[src/rtl/int_vect_exit.sv]
// Interrupt-return sequencer: a PC write of RET_MAGIC pops CEX, PSW, LR and PC off the stack.
// Build macro IV_EXIT_SP_WRAP_CHECK_EN stops the sequence with stk_fault instead of letting SP wrap.
module int_vect_exit #(
    parameter int          STEP      = 2,
    parameter logic [15:0] RET_MAGIC = 16'hFFFF
) (
    input  logic        clk,
    input  logic        rst_n,
    input  logic        pc_we_in,
    input  logic [15:0] pc_wdata,
    input  logic [15:0] sp_in,
    input  logic        mem_ack,
    input  logic [15:0] mem_rdata,
    output logic        mem_req,
    output logic [15:0] mem_addr,
    output logic [15:0] sp_out,
    output logic        sp_we,
    output logic [15:0] cex_out,
    output logic        cex_we,
    output logic [15:0] psw_out,
    output logic        psw_we,
    output logic [15:0] lr_out,
    output logic        lr_we,
    output logic [15:0] pc_out,
    output logic        pc_we,
    output logic        stall,
    output logic        done,
    output logic        stk_fault
);
    typedef enum logic [2:0] {IDLE, POP_CEX, POP_PSW, POP_LR, POP_PC, DONE} state_t;

    localparam logic [15:0] STEP16 = 16'(STEP);

    state_t      r_state;
    logic [15:0] r_sp;
    logic [15:0] r_mem_addr;
    logic        r_mem_req;
    logic [15:0] r_sp_out, r_cex_out, r_psw_out, r_lr_out, r_pc_out;
    logic        r_sp_we, r_cex_we, r_psw_we, r_lr_we, r_pc_we;
    logic        r_stall;
    logic        r_done;

    logic [15:0] w_sp_inc;
    logic [15:0] w_addr_nxt;
    logic [15:0] w_trig_addr;
    logic        w_trigger;
    logic        w_accept;
    logic        w_wrap_cur;
    logic        w_wrap_nxt;
    logic        w_wrap_trig;

    assign w_sp_inc    = r_sp + STEP16;
    assign w_addr_nxt  = w_sp_inc + STEP16;
    assign w_trig_addr = sp_in + STEP16;
    assign w_trigger   = pc_we_in && (pc_wdata == RET_MAGIC);
    assign w_accept    = r_mem_req && mem_ack;

`ifdef IV_EXIT_SP_WRAP_CHECK_EN
    // A sum smaller than its operand means the 16-bit add carried out.
    assign w_wrap_cur  = (w_sp_inc < r_sp);
    assign w_wrap_nxt  = (w_addr_nxt < w_sp_inc);
    assign w_wrap_trig = (w_trig_addr < sp_in);

    logic r_stk_fault;
    assign stk_fault = r_stk_fault;
`else
    assign w_wrap_cur  = 1'b0;
    assign w_wrap_nxt  = 1'b0;
    assign w_wrap_trig = 1'b0;
    assign stk_fault   = 1'b0;
`endif

    always_ff @(posedge clk or negedge rst_n) begin
        if (!rst_n) begin
            r_state    <= IDLE;
            r_sp       <= '0;
            r_mem_addr <= '0;
            r_mem_req  <= 1'b0;
            r_sp_out   <= '0;
            r_cex_out  <= '0;
            r_psw_out  <= '0;
            r_lr_out   <= '0;
            r_pc_out   <= '0;
            r_sp_we    <= 1'b0;
            r_cex_we   <= 1'b0;
            r_psw_we   <= 1'b0;
            r_lr_we    <= 1'b0;
            r_pc_we    <= 1'b0;
            r_stall    <= 1'b0;
            r_done     <= 1'b0;
`ifdef IV_EXIT_SP_WRAP_CHECK_EN
            r_stk_fault <= 1'b0;
`endif
        end else begin
            r_sp_we  <= 1'b0;
            r_cex_we <= 1'b0;
            r_psw_we <= 1'b0;
            r_lr_we  <= 1'b0;
            r_pc_we  <= 1'b0;
`ifdef IV_EXIT_SP_WRAP_CHECK_EN
            r_stk_fault <= 1'b0;
`endif
            case (r_state)
                IDLE: begin
                    if (w_trigger) begin
                        r_sp       <= sp_in;
                        r_mem_addr <= w_trig_addr;
                        r_mem_req  <= !w_wrap_trig;
                        r_stall    <= 1'b1;
                        r_state    <= POP_CEX;
                    end
                end
                POP_CEX, POP_PSW, POP_LR, POP_PC: begin
                    // A pop whose address would wrap was never requested; abandon it here.
                    if (w_wrap_cur) begin
`ifdef IV_EXIT_SP_WRAP_CHECK_EN
                        r_stk_fault <= 1'b1;
`endif
                        r_mem_req <= 1'b0;
                        r_state   <= DONE;
                    end else if (w_accept) begin
                        r_sp       <= w_sp_inc;
                        r_sp_out   <= w_sp_inc;
                        r_sp_we    <= 1'b1;
                        r_mem_addr <= w_addr_nxt;
                        r_mem_req  <= (r_state != POP_PC) && !w_wrap_nxt;
                        case (r_state)
                            POP_CEX: begin
                                r_cex_out <= mem_rdata;
                                r_cex_we  <= 1'b1;
                                r_state   <= POP_PSW;
                            end
                            POP_PSW: begin
                                r_psw_out <= mem_rdata;
                                r_psw_we  <= 1'b1;
                                r_state   <= POP_LR;
                            end
                            POP_LR: begin
                                r_lr_out <= mem_rdata;
                                r_lr_we  <= 1'b1;
                                r_state  <= POP_PC;
                            end
                            default: begin
                                r_pc_out <= mem_rdata;
                                r_pc_we  <= 1'b1;
                                r_state  <= DONE;
                            end
                        endcase
                    end
                end
                DONE: begin
                    // First DONE cycle lets the last strobe retire; done pulses in the second.
                    if (!r_done) begin
                        r_done <= 1'b1;
                    end else begin
                        r_done  <= 1'b0;
                        r_stall <= 1'b0;
                        r_state <= IDLE;
                    end
                end
                default: r_state <= IDLE;
            endcase
        end
    end

    assign mem_req  = r_mem_req;
    assign mem_addr = r_mem_addr;
    assign sp_out   = r_sp_out;
    assign sp_we    = r_sp_we;
    assign cex_out  = r_cex_out;
    assign cex_we   = r_cex_we;
    assign psw_out  = r_psw_out;
    assign psw_we   = r_psw_we;
    assign lr_out   = r_lr_out;
    assign lr_we    = r_lr_we;
    assign pc_out   = r_pc_out;
    assign pc_we    = r_pc_we;
    assign stall    = r_stall;
    assign done     = r_done;

endmodule

[config.mk]
export PLATFORM = sky130hd
export DESIGN_NAME = int_vect_exit
export DESIGN_NICKNAME = d
export VERILOG_FILES = /design/src/rtl/int_vect_exit.sv
export SDC_FILE = /design/constraint.sdc
export NUM_CORES = 1
export LEC_CHECK = 0
export ABC_AREA = 0
export ABC_CLOCK_PERIOD_IN_PS = 3610
export BUFFER_PORTS_ARGS = -buffer_cell sky130_fd_sc_hd__buf_2
export CAP_MARGIN = 5
export CORE_ASPECT_RATIO = 1.25
export CORE_MARGIN = 1.5
export CORE_UTILIZATION = 52
export DETAILED_ROUTE_END_ITERATION = 10
export MAX_ROUTING_LAYER = met4
export PLACE_DENSITY_LB_ADDON = 0.15
export REMOVE_ABC_BUFFERS = 1
export SLEW_MARGIN = 25
export SYNTH_ARGS = -nofsm -noshare
export SYNTH_HDL_FRONTEND = slang
export SYNTH_SLANG_ARGS = --single-unit
[constraint.sdc]
create_clock -name clk -period 3.61 [get_ports clk]
set_input_delay 0.722 -clock clk [delete_from_list [all_inputs] [get_ports clk]]
set_output_delay 0.722 -clock clk [all_outputs]
set_load 0.1 [all_outputs]
# Word level (Yosys, flattened, before mapping)
# Cells that the tools add are included.
# word_totals
out_inout_bits	105
input_bits	52
regBits	123
# classes
n_eq_ne	10
mux	31
bitwise	1
reduce_logical	15
n_addsub	3
# op_table
operator	count
16-bit 2-to-1 mux	4
16-bit case mux with 2 select lines	2
16-bit by 2-bit adder with 16-bit output, second input constant	3
3-bit AND reduction	7
1-bit 2-to-1 mux	18
3-bit case mux with 3 select lines	2
16-bit equality test, second input constant	1
3-bit 2-to-1 mux	3
3-bit by 2-bit equality test with 1-bit output, second input constant	2
3-bit equality test, second input constant	2
2-bit != test, second input constant	3
1-bit case mux with 2 select lines	2
2-bit nonzero test	2
4-bit OR reduction	1
3-bit by 1-bit equality test with 1-bit output, second input constant	1
3-bit logical NOT	1
3-bit != test, second input constant	1
3-bit OR reduction	1
1-bit logical AND	2
2-bit AND reduction	1
1-bit NOT	1

# Logic depth before layout (Yosys ltp)
# Gate-level depths: netlist of the first run.
# logic_depth
ltp_word	5
depth_mapped	15
ltp_nobuf	11

# Worst setup path after synthesis of the first run
# OpenSTA, ideal clock, no wires.
# synth_timing
path_kind	register -> register
startpoint	register r_state[2]
endpoint	register r_mem_addr[13], in the netlist mem_addr[13]
setup_ns	0.134
n_path_buf	4
required_time_ns	3.476
arrival_ns	2.935
slack_ns	0.541
stages_incl_launch_ff	15
period_less_slack_ns	3.069
cell_sequence	dfrtp_1 > buf_6 > or3_1 > buf_6 > and2_4 > buf_6 > buf_2 > o21ai_0 > ha_1 > nand4_1 > o22ai_1 > nand4_1 > and4bb_2 > xor2_1 > o21ai_0
# synth_between
elab_chain_cells	4
# synth_lines
item	line	rtl
from (decl)	34	state_t r_state;
from (signal assigned)	75	r_state <= IDLE;
from (signal assigned)	110	r_state <= POP_CEX;
from (signal assigned)	120	r_state <= DONE;
3-bit by 2-bit equality test with 1-bit output, or another cell as far along	103	case (r_state)
4-bit OR reduction	103	
2-bit != test (no source line) or 2-bit nonzero test (tied branches)	--	
3-bit AND reduction (no source line)	--	
to (signal assigned)	107	r_mem_addr <= w_trig_addr;
to (signal assigned)	125	r_mem_addr <= w_addr_nxt;
to (decl)	36	logic [15:0] r_mem_addr;
# Several ways; a longest one is shown, not always the timed one.
# A chain may end at the register's enable or synchronous reset.

# Final worst setup path of the first run
# layout_timing
startpoint	register r_state[0]
endpoint	register r_mem_addr[13], in the netlist mem_addr[13]
# Same word-level chain as after synthesis.

==> flow_results.org, run 1 <==
** Synth
- Count of mapped cells out of synthesis :: 546
- After Yosys synthesis, XOR and XNOR cells account for 4.30% of the synthesized area.
- After synthesis, the largest family of logic cells by area is simple AND/OR/NAND/NOR gates.
- The synthesized netlist devotes 8.40% of its cell area to compound gates.
- Proportion of synthesized area in mux cells :: 8.51%
- Sequential cells were found to cover 56.0% of the synthesized design area.
- Netlist area before placement :: 5500 um2
- Of all cell types, the one taking the most synthesized area is dfrtp_1.
- Among all flip-flop cells after synthesis, the most frequent one is dfrtp_1.
- Most common cell in the synthesized netlist :: nand2_1
- EDFF count, synth :: 0
- Async SR Flop Fraction :: 100%
- Of the total synthesized cell area, the portion taken by AND, OR, NAND and NOR gates is 19.2%.
- Leading post-synthesis cells by instance count :: nand2_1, dfrtp_1, mux2_2, o21ai_0, nor2_1
- Area share of fa/ha/maj cells after synthesis :: 0.455%
- After synthesis the netlist holds a flip-flop and latch count of 123.
- Per-instance average area after synthesis :: 10.1 um2
- Yosys printed 0 warnings.
- Proportion of netlist area held by the largest area contributor :: 56.0%
- Number of distinct library cell variants in the gate-level netlist after synthesis :: 53
- Sorting the synthesized cells by area gives the leading types as dfrtp_1, nand2_1, mux2_2, o21ai_0, xor2_1.

** Job
- Max-cap violations in this run came to 0.

** Floorplanning
- In this run the count of I/O pins placed on the die edge is 157.
- Core ar. :: 10200 um2
- Y dimension of the die :: 118 um
- After floorplanning, the core was divided into 41 placement rows.
- The initial utilization of the core area, before any placement, comes to 53.9%.
- The die covers 11200 um2.
- Die Span X :: 95.0 um

** Route
- After detailed routing, the number of vias per cell comes to 5.47.
- The routed layout has 4637 vias.
- In this run the remaining antenna-violating nets after routing total 0.
- Average routed wire per standard cell :: 16.6 um
- For this run, the detailed router's first-pass iteration total came to 4.
- Summed over all layers, the routed wires come to 14000 um.
- The detailed router finished its first iteration with 228 violations.
- Detailed-route DRC error count :: 0

** Power
- Power spread over the standard cell area amounts to 462 nW/um2.
- Worst IR Drop VDD :: 0.375 mV
- Leakage power figure :: 3.83 nW

** Clocking
- Post-CTS Repair Setup Buffers :: 0
- Clock tree from TritonCTS :: built
- TritonCTS created 17 clock buffers.
- The clock reaches the later pin of the worst-skew pair after 0.41 ns.
- CTS placed an instance of clkbuf_16 at the clock tree root.
- Number of gates given a new drive strength after cts :: 0
- Buffer levels on the longest clock path :: 2
- The tree built by TritonCTS fans out to 123 sinks.
- The H-tree generated during clock tree synthesis spans 4 levels.
- Clk pin slew, worst setup/hold paths :: 0.06 ns
- Hold buffer count at CTS :: 0

** Global routing
- Maximum number of pins on one net before global-route repair :: 65
- Overflow after GRT :: 0
- Number of global-route vias before repair :: 4659
- First-pass GRT wire length :: 22800 um
- Aggregate global-route resource usage :: 27.3%
- The number of antenna violations at the first check in global routing came to 0.

** Worst setup path
- Of all nets on the critical path, the largest fanout is 20.
- Type of the worst setup path :: flop to flop
- Worst Path Required :: 3.90 ns
- Arrival time worst endpoint :: 3.47 ns
- The worst setup path is captured at a flop.
- STA classifies the critical path startpoint as a flop.

** STA
- The clock period could shrink to 3.18 ns.
- Count of endpoints failing setup in the final report :: 0
- The number of max-slew violations in the final report was 0.
- Worst path setup slack after routing :: 0.429 ns
- Tightest Pin Transition :: 0.802 ns
- Clock skew on the completed layout was measured at 0.0139 ns.
- Setup repair after global routing left no endpoint under its margin.
- The worst path uses 88.1% of the clock period.
- The worst pin sits at a relative slew slack of 46.5%.
- The count of final hold-check violations was 0.
- Adding up every negative setup slack in the final design gives 0 ns.
- Maximum clock frequency :: 314 MHz

** Min path
- Class of the worst hold path :: input port to asynchronous set/reset pin

** Placed design
- At the end of routability-driven placement, the weighted congestion stood at 0.894.
- Port Buffer Count :: 155
- Before CTS, the worst setup slack after placement is 0.486 ns.
- DP HPWL :: 9640 um

** Finish
- The number of antenna diodes in the final layout is 0.
- At the end of the flow, the number of nets in the layout was 759.
- Relative to the synthesized area, the layout overhead comes to 28.3%.
- # fillers :: 812
- Share of final-layout standard cells stronger than drive strength 1 :: 34.7%

** Outcome
- The run finished with clean final reports.
## sequential cells by signal (all words and copies together) (netlist names), 3 cells and up
name,cells
cex_out,16
r_sp,16
lr_out,16
pc_out,16
sp_out,16
r_state,3
mem_addr,16
psw_out,16
## cells in the final DEF, fill, tap and decap left out, types with 2 or more instances in the layout
cell type / instances
nand3_1: 10
nor4_1: 3
bufinv_16: 4
buf_4: 12
o21ai_1: 3
inv_6: 2
or4_1: 2
o21ai_0: 36
ha_1: 2
clkinv_1: 2
inv_1: 4
nand4b_1: 2
and4_1: 3
a211oi_1: 2
nor2_2: 2
and2_1: 5
buf_2: 154
mux2i_1: 4
or3_1: 3
clkinv_4: 3
dfrtp_1: 123
a31oi_1: 6
nand4_1: 12
xor2_1: 14
clkinvlp_4: 4
nand2_1: 166
o22ai_1: 2
xnor2_1: 13
o31ai_1: 2
nor2_1: 19
a21oi_1: 16
mux2_2: 38
and3_1: 2
clkbuf_16: 17
## per-layer routing
| metal | GRT usage [%] | part of all wire (%) | vias up | wire length, um |
|---|---|---|---|---|
| met4 | 9.98 | 2.8 | 0 | 391 |
| met5 | - | 0 | - | 0 |
| li1 | - | - | 2169 | - |
| met2 | 45.1 | 52 | 171 | 7280 |
| met3 | 8.46 | 6.0 | 33 | 837 |
| met1 | 30.6 | 39 | 2264 | 5530 |
## path summary, 6_finish.rpt
check	start	endpoint	slack (ns)	cells past startpoint
setup / recovery	r_state[0]$_DFFE_PN0P_	mem_addr[13]$_DFFE_PN0P_	0.43	11
hold / removal	rst_n	lr_out[6]$_DFFE_PN0P_	0.40	1
setup reg to reg	r_state[0]$_DFFE_PN0P_	mem_addr[13]$_DFFE_PN0P_	0.43	11
hold reg to reg	mem_addr[2]$_DFFE_PN0P_	mem_addr[2]$_DFFE_PN0P_	0.46	2
max in group asynchronous	rst_n	r_sp[11]$_DFFE_PN0P_	2.41	2
min in group clk	mem_addr[2]$_DFFE_PN0P_	mem_addr[2]$_DFFE_PN0P_	0.46	2
## logic make-up (layout without fill, tap and decap cells)
family / count (synthesis) / after routing
other: 1 / 1
DFF: 123 / 123
AOI/OAI and AO/OA: 78 / 78
buffers and inverters: 35 / 207
muxes: 42 / 42
and+or+nand+nor: 238 / 238
xor gates and xnor gates: 27 / 27
adders and majority gates: 2 / 2
## power by group
part / switching (mW) / internal [mW]
Combinational: 0.0514 / 0.0243
Clock: 0.629 / 1.18
Sequential: 0 / 1.38
Total: 0.681 / 2.58
## metrics by stage
| step | instance area, um2 | power, mW | hold slack, ns | instances | util [%] |
|---|---|---|---|---|---|
| CTS | 7050 | 3.29 | 0.418 | 847 | 69.1 |
| detailed placement | 6420 | 1.48 | 0.457 | 815 | 62.9 |
| floorplan | 5370 | 1.41 | 0.426 | 519 | - |
| finish | 7050 | 3.26 | 0.399 | 847 | 69.1 |
| global placement | 6420 | 1.48 | 0.452 | 815 | 62.9 |
| global route | 7050 | 3.36 | 0.451 | 847 | 69.1 |
## cell type report
| type | count | area, um2 | area share, % |
|---|---|---|---|
| clock buffer | 19 | 443 | 6.28 |
| clock inverter | 13 | 190 | 2.70 |
| inverter | 8 | 35.0 | 0.497 |
| multi-input combinational | 388 | 2270 | 32.1 |
| sequential | 123 | 3080 | 43.6 |
| tap | 129 | 161 | 2.29 |
| timing repair buffer | 167 | 881 | 12.5 |
## critical path, cell delays in order (launching register included)
cell      delay, ns
dfrtp_1        0.51
or3_1          0.42
and2_4         0.26
a21o_4         0.26
clkinv_4       0.06
ha_1           0.20
nand4_1        0.10
o22ai_1        0.36
nand4_1        0.29
and4bb_2       0.37
xor2_1         0.14
o21ai_0        0.08
Power figures use the tool's default switching activity.
==> inputs of run 2 (changes only) <==
CORE_ASPECT_RATIO = 0.5   (was 1.25)
CTS_CLUSTER_SIZE = 25   (was default)
==> run 2 against run 1 <==
Net effect: sequential share of layout area barely moved; critical path type unchanged; cell count rose by 1.2%; die area rose by 0.30%; clock power barely moved; highest routed layer unchanged; count of clock-buffer cells in the layout fell by 1; combinational power fell by 0.9%; total power fell by 0.69%; sequential power barely moved; wire length fell by 4.2%; clock skew fell by 0.0058 ns; design area barely moved.
==> flow_results.org, run 2 (same netlist as run 1, synthesis figures left out) <==
** STA
- Tightest Pin Transition :: 0.772 ns
- Final setup TNS :: 0 ns
- Between clock sinks in the finished design, the worst skew comes to 0.00811 ns.
- The worst path needs 3.28 ns of the cycle, external delays included.
- Setup repair after global routing left no endpoint under its margin.
- Count of endpoints failing setup in the final report :: 0
- Across all hold checks on the routed design, the worst slack comes to 0.368 ns.
- Timing would allow up to 305 MHz.
- Worst path setup slack after routing :: 0.333 ns
- The count of final hold-check violations is 0.
- Of the available clock period, the critical path in the final layout requires 90.8%.
- Number of slew-limit violations in the final report :: 0
- Max-Slew Margin vs Limit :: 48.5%

** Route
- Post-route ant nets :: 0
- Detailed-route DRC error count :: 0
- Signal routing reaches up to met4.
- Dividing the detail-routed wire length by the instance count gives 15.7 um.
- Via count :: 4508
- 1st-pass router iterations :: 5
- Number of vias per cell after detailed routing :: 5.26
- Wire length on met1 :: 5990 um
- Post-detailed-routing wire length :: 13400 um
- The first routing iteration left 293 violations.
- Met3 Wirelength :: 751 um
- In the detailed route, the total length drawn on met2 is 6550 um.

** Global routing
- Number of global-route vias before repair :: 4262
- Overflow after GRT :: 0
- The first global-routing pass estimated 21300 um of wire.
- Maximum number of pins on one net before global-route repair :: 64
- Aggregate global-route resource usage :: 25.9%
- Antenna violations before repair :: 0

** Outcome
- Run status :: completed

** Power
- Power density over cell area :: 459 nW/um2
- The clock network burns 55.1% of the power.
- The analysis attributes to cell leakage a power of 3.83 nW.
- Registers are responsible for 42.6% of the overall power.
- Net Sw Power :: 0.716 mW
- Total power for the finished layout comes to 3.24 mW.
- Combinational logic is responsible for 2.3% of the overall power.
- Fraction of power spent switching nets :: 22.1%
- IR analysis of the VDD net gives a maximum drop of 0.359 mV.
- The internal portion of the total power is 2.52 mW.

** Finish
- Relative to the synthesized area, the layout overhead comes to 28.3%.
- Final #Nets :: 758
- Post-layout instance area :: 7050 um2
- The repair_antennas step left the layout with diodes totalling 0.
- Utilization after layout :: 68.8%
- Most common cell after layout, fill and taps aside :: nand2_1
- Counting the fill cells in the layout gives 835.
- The post-route netlist has 34.7% of its cells at a drive strength greater than 1.
- Excluding fillers, the count of instances in the completed layout stands at 857.
- Top library cells by usage in the layout, fill and taps aside :: nand2_1, buf_2, dfrtp_1, mux2_2, o21ai_0

** Floorplanning
- The die covers 11200 um2.
- Core ar. :: 10200 um2
- Die Span X :: 148 um
- The initial utilization of the core area, before any placement, comes to 53.7%.
- IO Pins :: 157
- After floorplanning, the core was divided into 26 placement rows.
- Y dimension of the die :: 75.7 um

** Worst setup path
- At the worst endpoint, the required time is 3.90 ns.
- Kind of start point of the critical path :: flop
- Highest net fanout along the worst path :: 20
- Cells along the critical path :: o21ai_2 -> and2_4 -> nand2_1 -> o21ai_0 -> ha_1 -> nand4_1 -> o22ai_1 -> nand4_1 -> and4bb_2 -> xor2_1 -> o21ai_0
- Endpoint type of the worst setup path :: flop
- Type of the worst setup path :: flop to flop
- At the worst endpoint, the arrival time is 3.57 ns.
- CP max stage delay :: 0.50 ns
- Among all stages on the critical path, the largest delay is contributed by dfrtp_1.

** Placed design
- DP HPWL :: 8990 um
- Placed Instances :: 825
- Routability-driven placement finished with a final weighted congestion of 0.898.
- Before CTS, the worst setup slack after placement is 0.327 ns.
- Port Buffer Count :: 155
- Summing all placed instances gives a cell area of 6430 um2.

** Clocking
- The clock reaches the later pin of the worst-skew pair after 0.42 ns.
- After clock tree synthesis, the setup repair step added 0 buffers.
- Cell chosen for the clock root :: clkbuf_16
- Buffers inserted to repair hold after CTS numbered 0.
- Number of buffers created by CTS :: 17
- The clock passes through at most 2 buffers.
- Number of gates given a new drive strength after cts :: 0
- Counting every sink on the clock net gives 123.
- TritonCTS built the clock tree.
- Number of H-tree levels :: 4
- Clk pin slew, worst setup/hold paths :: 0.06 ns

** Job
- Max-cap violation count :: 0

** Min path
- The min-delay analysis places its worst path in the category input port to asynchronous set/reset pin.
==> run 2: worst paths after layout <==
path                                        startpoint                  endpoint  slack [ns]  cells after the start
worst max-delay path            r_state[0]$_DFFE_PN0P_  mem_addr[13]$_DFFE_PN0P_        0.33                     11
min in group clk                sp_out[13]$_DFFE_PN0P_    sp_out[13]$_DFFE_PN0P_        0.47                      2
max in group asynchronous                        rst_n   mem_addr[7]$_DFFE_PN0P_        2.42                      2
worst max register to register  r_state[0]$_DFFE_PN0P_  mem_addr[13]$_DFFE_PN0P_        0.33                     11
worst min register to register  sp_out[13]$_DFFE_PN0P_    sp_out[13]$_DFFE_PN0P_        0.47                      2
worst min-delay path                             rst_n    cex_out[4]$_DFFE_PN0P_        0.37                      1
==> run 2: critical path, delay by kind of cell, from the launching register on <==
family | cells | cell delay [ns]
adder cells (fa/ha/maj) | 1 | 0.25
XOR/XNOR | 1 | 0.14
AO/OA/AOI/OAI | 4 | 1.01
flip-flops | 1 | 0.50
AND/OR/NAND/NOR | 5 | 1.24
==> run 2: layer usage <==
layer / up-vias / track usage [%]
li1: 2188 / -
met2: 126 / 42.1
met1: 2179 / 32.5
met4: 0 / 9.46
met3: 15 / 6.17
met5: - / -
==> run 2: area by class of cell <==
class,count,area [um2],area share (%)
well taps,140,175,2.48
multi-input cells,388,2270,32.1
clock inverters,14,186,2.64
flip-flops and latches,123,3080,43.6
inverters,8,35.0,0.497
clock buffers,18,439,6.23
repair buffers,166,873,12.4
==> run 2: power by group through the flow <==
| stage | registers, mW | logic [mW] | clock network [mW] |
|---|---|---|---|
| 6_report | 1.38 | 0.0750 | 1.79 |
| 5_1_grt | 1.38 | 0.0847 | 1.86 |
| 4_1_cts | 1.38 | 0.0770 | 1.80 |
| 3_5_place_dp | 1.40 | 0.0763 | 0 |
| 3_3_place_gp | 1.40 | 0.0764 | 0 |
| 2_1_floorplan | 1.40 | 0.00774 | 0 |
==> inputs of run 3 (changes only) <==
ABC_AREA = 1   (was 0)
==> run 3 against run 2 <==
Net effect: first-iteration DRC count is 30% lower; critical path depth stayed put; cell count rose by 11%; clock power down 6%; global-route usage fell by 0.35 points; largest cell class unchanged.
==> flow_results.org, run 3 <==
** Global routing
- Entering global routing, the biggest net connects 124 pins.
- Overflow after GRT :: 0
- The first global-routing pass estimated 21200 um of wire.
- The number of antenna violations at the first check in global routing is 0.
- The number of global-route vias before repair is 4424.
- Aggregate global-route resource usage :: 25.6%

** Floorplanning
- The core region is 10300 um2.
- Cell Rows :: 26
- The die is 75.9 um tall.
- Full die area :: 11300 um2
- Measured along the x axis, the die boundary spans 149 um.
- Starting density of the core :: 53.7%
- IO Pins :: 157

** Worst setup path
- The worst setup path is launched from a flop.
- Worst Path Required :: 3.89 ns
- The worst setup path is captured at a flop.
- R2r worst-path depth :: 11
- Worst reg2reg startpoint :: r_state[1]$_DFFE_PN0P_
- Arrival time worst endpoint :: 2.86 ns
- Type of the worst setup path :: flop to flop
- Across all register-to-register paths, the minimum setup slack is 1.03 ns.
- In this run the critical register-to-register path is captured at r_sp[3]$_DFFE_PN0P_.
- Highest net fanout along the worst path :: 23

** Placed design
- OpenSTA, run right after detailed placement, puts the worst setup slack at 1.03 ns.
- Placed Instances :: 920
- RePlAce Congestion :: 0.853
- DP HPWL :: 9240 um
- Port Buffer Count :: 155

** STA
- Count of endpoints failing setup in the final report :: 0
- Maximum clock frequency :: 387 MHz
- Final setup TNS :: 0 ns
- Worst path setup slack after routing :: 1.03 ns
- The worst path needs 2.58 ns of the cycle, external delays included.
- Final Hold Viols :: 0
- Setup repair after global routing left no endpoint under its margin.
- Headroom to the max-slew limit came out at 49.9%.
- At the pin with the least slew margin, the transition time is 0.750 ns.
- Final worst path period share :: 71.6%
- Number of slew-limit violations in the final report :: 0
- Across the routed clock network, the largest skew measured is 0.00993 ns.

** Synth
- After synthesis, the most frequently instantiated cells are nand2_1, dfrtp_1, o21ai_0, inv_1, nor2_1.
- Sequential elements use 55.7% of the synthesized area.
- Sorting the synthesized cells by area gives the leading types as dfrtp_1, nand2_1, o21ai_0, nand3_1, inv_1.
- After technology mapping, the gate count stands at 645.
- In this run, synthesis produced a sequential element count of 123.
- EDFF count, synth :: 0
- Proportion of netlist area held by the largest area contributor :: 55.7%
- Most area-hungry cell type in the Yosys netlist :: dfrtp_1
- Per-instance average area after synthesis :: 8.56 um2
- Syn. warnings :: 0
- Number of distinct library cell variants in the gate-level netlist after synthesis :: 36
- Among all flip-flop cells after synthesis, the most frequent one is dfrtp_1.
- The synthesized netlist occupies a cell area of 5520 um2.
- In the post-synthesis netlist, the cell with the most instances is nand2_1.
- Async SR Flop Fraction :: 100%

** Route
- Number of vias per cell after detailed routing :: 5.10
- 1st-pass router iterations :: 5
- For this block, the initial DRC count from the detailed router was 205.
- In the routed design, unresolved DRC markers number 0.
- Post-route ant nets :: 0
- Via count :: 4854
- Post-detailed-routing wire length :: 13400 um
- Dividing the detail-routed wire length by the instance count gives 14.0 um.

** Finish
- 0 antenna diodes ended up in the layout.
- Top library cells by usage in the layout, fill and taps aside :: nand2_1, buf_2, dfrtp_1, o21ai_0, inv_1
- The filler cells instantiated in the layout total 861.
- Final std cells w/o fill :: 951
- Share of final-layout standard cells stronger than drive strength 1 :: 27.6%
- Final #Nets :: 853
- Compared with the post-synthesis result, the final layout area differs by 26.7%.
- Leaving out fill and tap cells, the most frequent cell in the layout is nand2_1.

** Clocking
- Number of buffers created by CTS :: 17
- Clock tree from TritonCTS :: built
- In this run the deepest clock path goes through 2 buffers.
- Post-CTS Repair Setup Buffers :: 0
- Clock Sinks :: 123
- Number of gates given a new drive strength after cts :: 0
- Clk pin slew, worst setup/hold paths :: 0.06 ns
- In this run the clock root is driven by a clkbuf_16.
- The clock tree synthesis step divided the H-tree into 4 levels.
- Hold repair after CTS inserted 0 buffers.
- The later pin in the worst-skew pair is clocked with a latency of 0.41 ns.

** Min path
- Class of the worst hold path :: input port to asynchronous set/reset pin

** Power
- Power spread over the standard cell area amounts to 450 nW/um2.
- The analysis attributes to cell leakage a power of 3.89 nW.
- Worst IR Drop VDD :: 0.291 mV

** Job
- The tool flagged a number of max-cap violations equal to 0.

** Outcome
- The run finished with clean final reports.
==> run 3: cell count changes in the layout (fill, tap and decap cells not counted), moves of 13 or more <==
| cell | previous run | this run |
|---|---|---|
| mux2_2 | 38 | 1 |
| o21a_1 | 0 | 19 |
| xnor2_1 | 13 | 0 |
| nor2_1 | 19 | 46 |
| nand2_1 | 166 | 197 |
| inv_1 | 4 | 50 |
| o21ai_0 | 36 | 65 |
| nand3_1 | 10 | 43 |
==> run 3: cell type report <==
cell class,instances,area [um2],share of cell area [%]
clock buffer,17,425,6.08
clock inverter,14,160,2.29
inverter,55,206,2.95
multi-input combinational,442,2120,30.3
sequential,123,3080,44.0
tap,140,175,2.50
timing repair buffer,160,828,11.8
==> run 3: worst max-delay path by stage <==
stage                      startpoint                 endpoint  slack (ns)  cells after the start
5_1_grt        r_state[1]$_DFFE_PN0P_  mem_addr[1]$_DFFE_PN0P_        0.71                     11
4_1_cts        r_state[1]$_DFFE_PN0P_  mem_addr[4]$_DFFE_PN0P_        1.02                     11
3_5_place_dp   r_state[1]$_DFFE_PN0P_  mem_addr[4]$_DFFE_PN0P_        1.03                     11
3_3_place_gp   r_state[1]$_DFFE_PN0P_  mem_addr[1]$_DFFE_PN0P_        1.08                     11
2_1_floorplan     mem_req$_DFFE_PN0P_    pc_out[0]$_DFFE_PN0P_        0.89                      4
6_report       r_state[1]$_DFFE_PN0P_      r_sp[3]$_DFFE_PN0P_        1.03                     11
==> run 3: metal layers <==
| metal | GRT usage, % | part of all wire [%] |
|---|---|---|
| met1 | 30.8 | 45 |
| met4 | 8.58 | 1.0 |
| met2 | 41.8 | 48 |
| met3 | 7.90 | 6.2 |
| met5 | - | 0 |
==> run 3: kinds of logic after synthesis <==
logic type / after synthesis / share of synthesized area [%]
simple gates: 326 / 25.7
flops: 123 / 55.7
compound gates: 109 / 11.3
buf+inv: 80 / 5.98
xor+xnor: 3 / 0.476
fa+ha+maj: 2 / 0.453
other cells: 1 / 0.0679
mux: 1 / 0.204
==> run 3: worst max-delay path, cell delays in order, from the launching register on <==
cell     delay (ns)
dfrtp_1        0.41
inv_2          0.10
nand2_1        0.08
nand2_2        0.12
nand2_4        0.18
inv_2          0.34
nor2_4         0.05
inv_2          0.19
nand2_1        0.49
buf_4          0.36
nor2_1         0.08
a31oi_1        0.05
==> run 3: report_power, final <==
part	total (mW)	leakage (nW)	switching [mW]	internal (mW)
combinational	0.0735	1.96	0.0492	0.0243
sequential	1.38	1.65	0	1.38
clock	1.69	0.274	0.667	1.03
==> run 3: metrics by stage <==
step	hold WS [ns]	instance area [um2]	power, mW	util, %
after floorplan	0.426	5400	1.42	-
after global placement	0.461	6400	1.48	62.3
final	0.379	7000	3.15	68.1
after global routing	0.452	7000	3.25	68.1
after CTS	0.436	6990	3.17	68.0
after detailed placement	0.458	6400	1.48	62.3
